<file path="src/rtl/pc_sequencer_if.sv">
// Decode/handshake bundle between the picoMIPS control path and pc_sequencer.
interface pc_sequencer_if #(
    parameter int P_SIZE = 5
);
    logic              btnIn;
    logic              waitHigh;
    logic              waitLow;
    logic              branch;
    logic [P_SIZE-1:0] branchTarget;
    logic [P_SIZE-1:0] pc;
    logic              stall;
    logic              btnLevel;
    logic              waiting;

    modport master (
        output btnIn, waitHigh, waitLow, branch, branchTarget,
        input  pc, stall, btnLevel, waiting
    );

    modport slave (
        input  btnIn, waitHigh, waitLow, branch, branchTarget,
        output pc, stall, btnLevel, waiting
    );
endinterface

</file>
<file path="src/rtl/pc_sequencer.sv">
// picoMIPS program-counter sequencer: PC advance/branch/hold, debounced SW8 handshake waits.
// Optional macro SINGLE_STEP_EN adds a debounced stepBtn that gates every PC update.
module pc_sequencer #(
    parameter int P_SIZE          = 5,
    parameter int DEBOUNCE_CYCLES = 16
) (
    input  logic          clk,
    input  logic          nRst,
`ifdef SINGLE_STEP_EN
    input  logic          stepBtn,
`endif
    pc_sequencer_if.slave bus
);
    localparam int               CNT_W    = $clog2(DEBOUNCE_CYCLES + 1);
    localparam logic [CNT_W-1:0] CNT_LAST = CNT_W'(DEBOUNCE_CYCLES - 1);
    localparam logic [0:0]       ST_RUN   = 1'b0;
    localparam logic [0:0]       ST_WAIT  = 1'b1;

    logic [1:0]        btn_sync_q, btn_sync_d;
    logic [CNT_W-1:0]  btn_cnt_q, btn_cnt_d;
    logic              btn_level_q, btn_level_d;
    logic [0:0]        state_q, state_d;
    logic [P_SIZE-1:0] pc_q, pc_d;
    logic              wait_req, wait_met, wait_stall, stall;

    // Debounce: level follows the synchronized input only after it differs for DEBOUNCE_CYCLES edges
    always_comb begin
        btn_sync_d  = {btn_sync_q[0], bus.btnIn};
        btn_cnt_d   = '0;
        btn_level_d = btn_level_q;
        if (btn_sync_q[1] != btn_level_q) begin
            if (btn_cnt_q == CNT_LAST) btn_level_d = btn_sync_q[1];
            else                       btn_cnt_d   = btn_cnt_q + CNT_W'(1);
        end
    end

    // Both wait flags together is an illegal decode and retires as a plain instruction
    always_comb begin
        wait_req   = bus.waitHigh ^ bus.waitLow;
        wait_met   = (bus.waitHigh & btn_level_q) | (bus.waitLow & ~btn_level_q);
        wait_stall = wait_req & ~wait_met;
    end

`ifdef SINGLE_STEP_EN
    logic [1:0]       step_sync_q, step_sync_d;
    logic [CNT_W-1:0] step_cnt_q, step_cnt_d;
    logic             step_level_q, step_level_d;
    logic             step_prev_q;
    logic             step_pulse;

    always_comb begin
        step_sync_d  = {step_sync_q[0], stepBtn};
        step_cnt_d   = '0;
        step_level_d = step_level_q;
        if (step_sync_q[1] != step_level_q) begin
            if (step_cnt_q == CNT_LAST) step_level_d = step_sync_q[1];
            else                        step_cnt_d   = step_cnt_q + CNT_W'(1);
        end
        step_pulse = step_level_q & ~step_prev_q;
        stall      = wait_stall | ~step_pulse;
    end

    always_ff @(posedge clk or negedge nRst) begin
        if (!nRst) begin
            step_sync_q  <= '0;
            step_cnt_q   <= '0;
            step_level_q <= 1'b0;
            step_prev_q  <= 1'b0;
        end else begin
            step_sync_q  <= step_sync_d;
            step_cnt_q   <= step_cnt_d;
            step_level_q <= step_level_d;
            step_prev_q  <= step_level_q;
        end
    end
`else
    always_comb stall = wait_stall;
`endif

    // WAIT tracks the handshake wait only; a stall from single-step gating is not a wait
    always_comb begin
        state_d = wait_stall ? ST_WAIT : ST_RUN;
        pc_d    = pc_q;
        if (!stall) pc_d = bus.branch ? bus.branchTarget : pc_q + P_SIZE'(1);
    end

    always_ff @(posedge clk or negedge nRst) begin
        if (!nRst) begin
            btn_sync_q  <= '0;
            btn_cnt_q   <= '0;
            btn_level_q <= 1'b0;
            state_q     <= ST_RUN;
            pc_q        <= '0;
        end else begin
            btn_sync_q  <= btn_sync_d;
            btn_cnt_q   <= btn_cnt_d;
            btn_level_q <= btn_level_d;
            state_q     <= state_d;
            pc_q        <= pc_d;
        end
    end

    assign bus.pc       = pc_q;
    assign bus.stall    = stall;
    assign bus.btnLevel = btn_level_q;
    assign bus.waiting  = (state_q == ST_WAIT);
endmodule

</file>
<file path="src/flat_wrapper.sv">
// flat-port wrapper written by rule: the top's interface ports become plain ports
module pc_sequencer_flat 
#(
    parameter int P_SIZE          = 5,
    parameter int DEBOUNCE_CYCLES = 16
)
  (clk, nRst, bus_btnIn, bus_waitHigh, bus_waitLow, bus_branch, bus_branchTarget, bus_pc, bus_stall, bus_btnLevel, bus_waiting);
  pc_sequencer_if #(.P_SIZE(P_SIZE)) bus_i ();
  input  logic clk;
  input  logic nRst;
  input wire logic [$bits(bus_i.btnIn)-1:0] bus_btnIn;
  input wire logic [$bits(bus_i.waitHigh)-1:0] bus_waitHigh;
  input wire logic [$bits(bus_i.waitLow)-1:0] bus_waitLow;
  input wire logic [$bits(bus_i.branch)-1:0] bus_branch;
  input wire logic [$bits(bus_i.branchTarget)-1:0] bus_branchTarget;
  output wire logic [$bits(bus_i.pc)-1:0] bus_pc;
  output wire logic [$bits(bus_i.stall)-1:0] bus_stall;
  output wire logic [$bits(bus_i.btnLevel)-1:0] bus_btnLevel;
  output wire logic [$bits(bus_i.waiting)-1:0] bus_waiting;
  assign bus_i.btnIn = bus_btnIn;
  assign bus_i.waitHigh = bus_waitHigh;
  assign bus_i.waitLow = bus_waitLow;
  assign bus_i.branch = bus_branch;
  assign bus_i.branchTarget = bus_branchTarget;
  assign bus_pc = bus_i.pc;
  assign bus_stall = bus_i.stall;
  assign bus_btnLevel = bus_i.btnLevel;
  assign bus_waiting = bus_i.waiting;
  pc_sequencer #(.P_SIZE(P_SIZE), .DEBOUNCE_CYCLES(DEBOUNCE_CYCLES)) u_core (.clk(clk), .nRst(nRst), .bus(bus_i));
endmodule
</file>
<file path="config.mk">
export PLATFORM = sky130hd
export DESIGN_NAME = pc_sequencer_flat
export DESIGN_NICKNAME = d
export VERILOG_FILES = /design/src/rtl/pc_sequencer_if.sv /design/src/rtl/pc_sequencer.sv /design/src/flat_wrapper.sv
export SDC_FILE = /design/constraint.sdc
export NUM_CORES = 1
export LEC_CHECK = 0
export ABC_AREA = 1
export CAP_MARGIN = 20
export CORE_ASPECT_RATIO = 1.25
export CORE_MARGIN = 3
export CORE_UTILIZATION = 35
export DETAILED_ROUTE_END_ITERATION = 10
export PLACE_DENSITY_LB_ADDON = 0.08
export SETUP_SLACK_MARGIN = 0.05
export SLEW_MARGIN = 20
export SYNTH_ARGS = -nofsm -noshare
export SYNTH_HDL_FRONTEND = slang
export SYNTH_SLANG_ARGS = --single-unit
</file>
<file path="constraint.sdc">
create_clock -name clk -period 0.95 [get_ports clk]
set_input_delay 0.19 -clock clk [delete_from_list [all_inputs] [get_ports clk]]
set_output_delay 0.19 -clock clk [all_outputs]
set_load 0.02 [all_outputs]
</file>
## After elaboration in Yosys (flattened, before gate mapping)

Index checks and enable logic that the tools add are counted.

| storage, ports and cells | value |
|---|---|
| input port bits | 11 |
| memory bits (writable) | 0 |
| bits in read-only memories | 0 |
| word-level logic and storage cells | 21 |
| bits in latches | 0 |
| output and inout port bits | 8 |
| bits in registers | 14 |
| memories | 0 |

| operators by class | value |
|---|---|
| shift-type cells | 0 |
| equal/unequal tests | 2 |
| bitwise operators | 7 |
| muxes and demuxes | 4 |
| div/mod/pow operators | 0 |
| add/sub/neg operators | 2 |
| order comparisons | 0 |
| reductions and logical operators | 1 |
| $mul | 0 |

Operator list:

| kind | count |
|---|---|
| 5-bit 2-to-1 mux | 3 |
| 5-bit by 1-bit adder with 5-bit output, second input constant | 2 |
| 5-bit by 4-bit equality test with 1-bit output, second input constant | 1 |
| 1-bit AND | 3 |
| 1-bit inverter | 2 |
| 2-bit AND reduction | 1 |
| 1-bit 2-to-1 mux | 1 |
| 1-bit inequality test | 1 |
| 1-bit bitwise OR | 1 |
| 1-bit XOR | 1 |

## Depth between registers and ports, before layout

Gate-level depths: netlist (run 1).

| depth | value |
|---|---|
| word-level depth | 6 |
| mapped depth | 7 |
| mapped depth without buffers | 7 |

## Worst setup path before layout (run 1)

OpenSTA, ideal clock, no wires.

| timing path | value |
|---|---|
| path kind | register to register |
| from | reg u_core.pc_q[0], in the netlist u_core.bus.pc[0] |
| to | reg u_core.pc_q[2], in the netlist u_core.bus.pc[2] |
| buffers on the path | 0 |
| arrival | 1.028 ns |
| period minus slack after synthesis | 1.155 ns |
| slack | -0.205 ns |
| library setup time | 0.126 ns |
| data required time | 0.824 ns |
| stages on the path, launching flop included | 8 |
| cells stage by stage | dfrtp_1 -> ha_1 -> inv_1 -> nand2_1 -> nand3_1 -> nand2_1 -> nand2_1 -> o21ai_0 |

| between the ends | value |
|---|---|
| longest elaborated chain between the ends | 2 |

Ends and longest elaborated chain:

| item | RTL line | RTL |
|---|---|---|
| start, declared | pc_sequencer.sv:23 | `logic [P_SIZE-1:0] pc_q, pc_d;` |
| start signal, assigned | pc_sequencer.sv:99 | `pc_q <= pc_d;` |
| 5-bit by 1-bit adder with 5-bit output | pc_sequencer.sv:84 | `if (!stall) pc_d = bus.branch ? bus.branchTarget : pc_q + P_SIZE'(1);` |
| 5-bit 2-to-1 mux | pc_sequencer.sv:84 |  |

No other way between the ends.
A chain may end at the register's enable or synchronous reset.

## Worst setup path after layout (run 1)

| timing path | value |
|---|---|
| from | reg u_core.btn_level_q, in the netlist u_core.bus.btnLevel |
| to | out bus_stall |

| between the ends | value |
|---|---|
| longest elaborated chain between the ends | 5 |
| elaborated cells between the ends (all ways) | 6 |
| classes of those cells | bitwise: 6 |

Ends and longest elaborated chain:

| item | RTL line | RTL |
|---|---|---|
| start, declared | pc_sequencer.sv:21 | `logic btn_level_q, btn_level_d;` |
| start signal, assigned | pc_sequencer.sv:97 | `btn_level_q <= btn_level_d;` |
| 1-bit inverter | pc_sequencer.sv:40 | `wait_met = (bus.waitHigh & btn_level_q) \| (bus.waitLow & ~btn_level_q);` |
| 1-bit AND | pc_sequencer.sv:40 |  |
| 1-bit bitwise OR * | pc_sequencer.sv:40 |  |
| 1-bit inverter * | pc_sequencer.sv:41 | `wait_stall = wait_req & ~wait_met;` |
| 1-bit AND * | pc_sequencer.sv:41 |  |
| end, declared | flat_wrapper.sv:17 | `output wire logic [$bits(bus_i.stall)-1:0] bus_stall;` |

Mark *: on every way between the ends. The rest lies on a longest branch, timed or not.

==> metrics.txt, run 1 <==
outcome complete, but fails checks; failing checks setup timing; mux share of post-synthesis cell area 0%; antenna violations before repair 0; site row count 17; CP startpoint kind flip-flop; simple-gate area share of the yosys netlist 31.1%; max cap viols 0; full die area 0.00248 mm^2; Primary FF master, synth dfrtp_1; die width between 40 and 50 um; area added between synthesis and finish 87.5%; Synth area leaders dfrtp_1 (52%), nand2_1 (16%), inv_1 (6.1%); I/O Buffers 18; period utilization 133%; Gate power share 34.0%; final core utilization a little over two thirds; largest family of logic cells by synthesized area simple AND/OR/NAND/NOR gates; TritonRoute pass-1 iters 4; Congestion Overflow GR 0; Placed Cells between 100 and 150; Net Sw Power 494 uW; Net Sw Frac between 20 and 30%; Filler Cell Count approximately 160; Final Max Slew Viols 0; Leakage Power about 0.61 nW; EDFF count, synth 0; crit-path max FO 3; cts bufs inserted 3; Starting DRT DRC Count 7; power density over cell area 1340 mW/mm^2; CTS root buffer clkbuf_4; share of cells above drive strength 1 51.2%; most frequent cell after synthesis nand2_1; post-synthesis xor/xnor area fraction 2.61%; share of the synthesized area in the top cell type a little over half; cell count after synthesis between 80 and 90; worst-case clock buffer depth 2; Relative slew margins between 80% and 90%; top post-synthesis cells by count nand2_1 (28), dfrtp_1 (14), inv_1 (11); post-synthesis cell type count 16; reg2reg path depth 8; Post-layout nets approximately 140; Flop pwr share 40.6%; mapped cell area approximately 670 um^2; GPL Wtd Cong between 0.7 and 0.8; Int Pwr between 1 and 1.5 mW; Setup TNS Final -2.58 ns; clock network fraction of total power ~25%; Post-DRT Antenna Nets 0; worst-margin pin slew 0.245 ns; final setup fails 19; HP Class input port to asynchronous set/reset pin; first-pass GRT wire length between 2000 and 3000 um; clk_lat worst skew 0.28 ns; gr usage total 15.8%; post-synth top area cell dfrtp_1; Initial Utilization a little under two fifths; Setup crit end kind output pin; Post-Syn Area per Cell 8.00 um^2; synth warn 0; H-tree levels 1; Clock Skew around 0.0010 ns; Setup WS post-layout -0.317 ns; fraction of registers with async set/reset 100%; Max Freq 789 MHz; post-synthesis compound-gate area fraction ~3.7%; hold buffer count at cts 0; FF-to-FF setup slack -0.18 ns; FF-to-FF Start u_core.bus.pc[1]; crit path DAT around 1.1 ns; drt via density 4.72; largest net degree at the start of global routing 15; Worst R2R End u_core.bus.pc[2]; vias in the first global route roughly 660; Top Ports 19; Fin. Hold Viols 0; die height ~55 um; WP data required around 0.76 ns; routed len/inst 11.8 um; RSZ-0062 raised after global routing true; Ant. Diodes 0; Tmin final roughly 1.3 ns; hold slack around 0.23 ns; Via Count between 600 and 700; Post-Synth Adder-Cell Area approximately 3.7%; routed wire length roughly 1700 um; clock slew seen by the registers of the worst setup and hold paths ~0.080 ns; critical path type flip-flop to output pin; CTS sink count 14; FF+latch count, synth 14; Post-Syn Nets 97; Core Footprint around 0.0018 mm^2; CTS tree built; hpwl dp ~1200 um; DRC viols 0; Power Total between 1.5 and 2 mW; post-synthesis sequential area ratio a little over half; final cell count without fillers approximately 150; worst vdd ir ~0.00092 V
-- worst max-delay path, cell delays in order, from the launching register on --
cell and delay [ns]:
dfrtp_2 0.43, inv_2 0.07, nand2_2 0.07, nand2_4 0.07, inv_4 0.04, buf_6 0.12
-- layer usage --
metal	track usage, %	wire length [um]	vias up
met1	17.6	636	328
met4	5.85	24	0
li1	-	-	353
met2	28.8	1010	14
met5	0	0	-
met3	3.56	68	3
-- registers in the layout (all words and copies together), names as in the netlist --
signal               count
u_core.bus.pc            5
u_core.bus.waiting       1
u_core.bus.btnLevel      1
u_core.btn_sync_q        2
u_core.btn_cnt_q         5
-- worst max-delay path by stage --
stage                  endpoint                start  slack, ns  cells after the start
3_5_place_dp          bus_stall          bus_waitLow      -0.78                      6
4_1_cts               bus_stall  u_core.bus.btnLevel      -0.32                      5
2_1_floorplan  u_core.bus.pc[2]     u_core.bus.pc[0]      -0.08                      7
3_3_place_gp          bus_stall          bus_waitLow      -0.77                      6
5_1_grt               bus_stall  u_core.bus.btnLevel      -0.38                      5
6_report              bus_stall  u_core.bus.btnLevel      -0.32                      5
-- cell usage in the layout, fill, tap and decap left out, drive strengths merged, types with 3 or more instances in the layout --
cell type      count
buf               31
nand2             30
dfrtp             14
inv               12
clkdlybuf4s50      8
nor2               8
nand3              6
clkbuf             4
a21oi              3
-- cell type report --
class | instances | area [um^2] | area share, %
multi-input cells | 58 | 399 | 31.7
repair buffers | 41 | 399 | 31.7
flip-flops and latches | 14 | 354 | 28.1
inverters | 12 | 47.5 | 3.77
clock buffers | 4 | 36.3 | 2.88
well taps | 19 | 23.8 | 1.89
-- stage by stage --
step	cell area, um^2	worst slack (ns)
final	1260	-0.317
after global routing	1260	-0.377
after CTS	1180	-0.325
after detailed placement	1030	-0.782
after global placement	1030	-0.772
after floorplan	708	-0.0831
-- cell families (layout without fill, tap and decap cells) --
| kind of cell | count (synthesis) | in the layout |
|---|---|---|
| simple gates | 49 | 49 |
| buf+inv | 12 | 57 |
| fa+ha+maj | 2 | 2 |
| compound gates | 5 | 5 |
| xor+xnor | 2 | 2 |
| flops | 14 | 14 |
-- power by group through the flow --
stage	Combinational (mW)	Clock (mW)	Sequential [mW]
floorplan	0.135	0	0.753
global placement	0.442	0	0.686
detailed placement	0.450	0	0.686
CTS	0.521	0.443	0.687
global route	0.627	0.466	0.693
finish	0.575	0.430	0.687
-- what timing repair did --
| item | in CTS | in global routing |
|---|---|---|
| pin swaps | 14 | 10 |
| endpoints found under the setup margin | 20 | 20 |
| setup buffers | 6 | 4 |
| resized for setup | 65 | 15 |
(Power assumes the default switching activity.)
==> run 2: changes to the inputs <==
--- a/config.mk
+++ b/config.mk
@@ -11,7 +11,7 @@
 export CORE_MARGIN = 3
 export CORE_UTILIZATION = 35
 export DETAILED_ROUTE_END_ITERATION = 10
-export PLACE_DENSITY_LB_ADDON = 0.08
+export PLACE_DENSITY = 0.74
 export SETUP_SLACK_MARGIN = 0.05
 export SLEW_MARGIN = 20
 export SYNTH_ARGS = -nofsm -noshare
==> metrics.txt, run 2 (synthesis gave the netlist of run 1 again) <==
outcome complete, but fails checks; failing checks setup timing; Ant. Diodes 0 (unchanged); Power Total 1.61 mW (-4.9%); largest net degree at the start of global routing 15 (unchanged); Starting DRT DRC Count 14 (+7); crit path DAT 1.07 ns (about the same); worst slack, placed -0.755 ns (+0.0273 ns); period utilization 133% (-0.60 points); Core Footprint 0.00179 mm^2 (unchanged); RSZ-0062 raised after global routing true; final cell count without fillers 153 (+3.4%); Via Count 746 (+6.9%); CTS root buffer clkbuf_4; clock slew seen by the registers of the worst setup and hold paths 0.09 ns (about the same); DRC viols 0 (unchanged); Setup crit end kind output pin; max cap viols 0 (unchanged); hold slack 0.240 ns (+0.00577 ns); gr usage total 16.5% (+0.78 points); critical path endpoint bus_stall; HP Class input port to asynchronous set/reset pin; site row count 17 (unchanged); critical path type flip-flop to output pin; Tmin final 1.26 ns (-0.00569 ns); first-pass GRT wire length 2860 um (+2.7%); Worst R2R End u_core.btn_cnt_q[2]; share of cells above drive strength 1 49.3% (-1.9 points); full die area 0.00248 mm^2 (unchanged); Fin. Hold Viols 0 (unchanged); Placed Cells 137 (+1.5%); CP startpoint kind flip-flop; crit-path max FO 4 (+1); routed len/inst 12.4 um (+5.1%); I/O Buffers 18 (unchanged); Congestion Overflow GR 0 (unchanged); routed wire length 1890 um (+8.6%); CTS tree built; GPL Wtd Cong 0.772 (-2.2%); final core utilization 72.3% (+1.8 points); reg2reg path depth 5 (-3); critical path launch point u_core.bus.btnLevel; Top Ports 19 (unchanged); Final Max Slew Viols 0 (unchanged); Relative slew margins 82.9% (-0.79 points); clk_lat worst skew 0.28 ns (about the same); FF-to-FF setup slack -0.24 ns (-0.06 ns); vias in the first global route 690 (+5.3%); worst-margin pin slew 0.257 ns (+0.0119 ns); Max Freq 793 MHz (+0.45%); Initial Utilization 37.6% (unchanged); power density over cell area 1240 mW/mm^2 (-7.3%); H-tree levels 1 (unchanged); hpwl dp 1150 um (-5.2%); commonest non-fill, non-tap cell in the layout nand2_1; most frequent cells in the layout nand2_1 (20), buf_4 (18), buf_6 (17); final setup fails 20 (+1); FF-to-FF Start u_core.bus.btnLevel; die height 55.0 um (unchanged); Clock Skew 0.00493 ns (+0.00389 ns); cts bufs inserted 3 (unchanged); drt via density 4.88 (+3.4%); worst-case clock buffer depth 2 (unchanged); WP data required 0.76 ns (about the same); die width 45.2 um (unchanged); worst vdd ir 0.000828 V (-10%); area added between synthesis and finish 92.4%; Setup WS post-layout -0.312 ns (+0.00569 ns); Post-DRT Antenna Nets 0 (unchanged); Post-layout nets 148 (+3.5%); antenna violations before repair 0 (unchanged); Leakage Power 0.639 nW (+4.8%); TritonRoute pass-1 iters 4 (unchanged); CTS sink count 14 (unchanged)
-- run 2: critical path, cell delays in order, from the launching register on --
cell and delay (ns):
dfrtp_2 0.44, inv_2 0.07, nand2_2 0.06, nand2_4 0.07, inv_4 0.04, buf_6 0.12
-- run 2: through the flow --
step / instance area (um^2) / TNS (ns)
after global placement: 1040 / -4.53
after global routing: 1290 / -4.22
after CTS: 1190 / -2.71
final: 1290 / -3.14
after detailed placement: 1040 / -4.75
after floorplan: 708 / -0.436
-- run 2: worst min path at each step --
stage	slack [ns]	to	startpoint	cells after the start
floorplan	-0.11	u_core.btn_cnt_q[0]	nRst	0
global placement	0.34	u_core.btn_sync_q[1]	u_core.btn_sync_q[0]	0
detailed placement	0.36	u_core.btn_sync_q[1]	u_core.btn_sync_q[0]	0
CTS	0.24	u_core.bus.pc[1]	nRst	2
global route	0.24	u_core.bus.pc[4]	nRst	2
finish	0.24	u_core.bus.btnLevel	nRst	2
-- run 2: where the power goes --
part           switching, mW  internal (mW)
logic                  0.252          0.318
registers             0.0408          0.646
clock network          0.188          0.163
total                  0.481           1.13
-- run 2: repair_timing --
| action | 4_1_cts | 5_1_grt |
|---|---|---|
| hold buffers | 0 | 0 |
| endpoints found under the setup margin | 20 | 20 |
| pin swaps | 11 | 11 |
| setup buffers | 5 | 7 |
| resized for setup | 64 | 14 |
| cloned | 0 | 0 |
-- run 2: metal layers --
layer / track usage (%) / vias up / part of all wire (%)
li1: - / 365 / -
met5: 0 / - / 0
met4: 14.6 / 0 / 4.3
met3: 4.53 / 10 / 5.6
met1: 19.3 / 341 / 39
met2: 24.5 / 30 / 51
-- run 2: cell type report --
class,count,area (um^2)
clock buffer,4,26.3
fill,120,494
inverter,12,47.5
multi-input combinational,58,392
sequential,14,354
tap,19,23.8
timing repair buffer,46,449
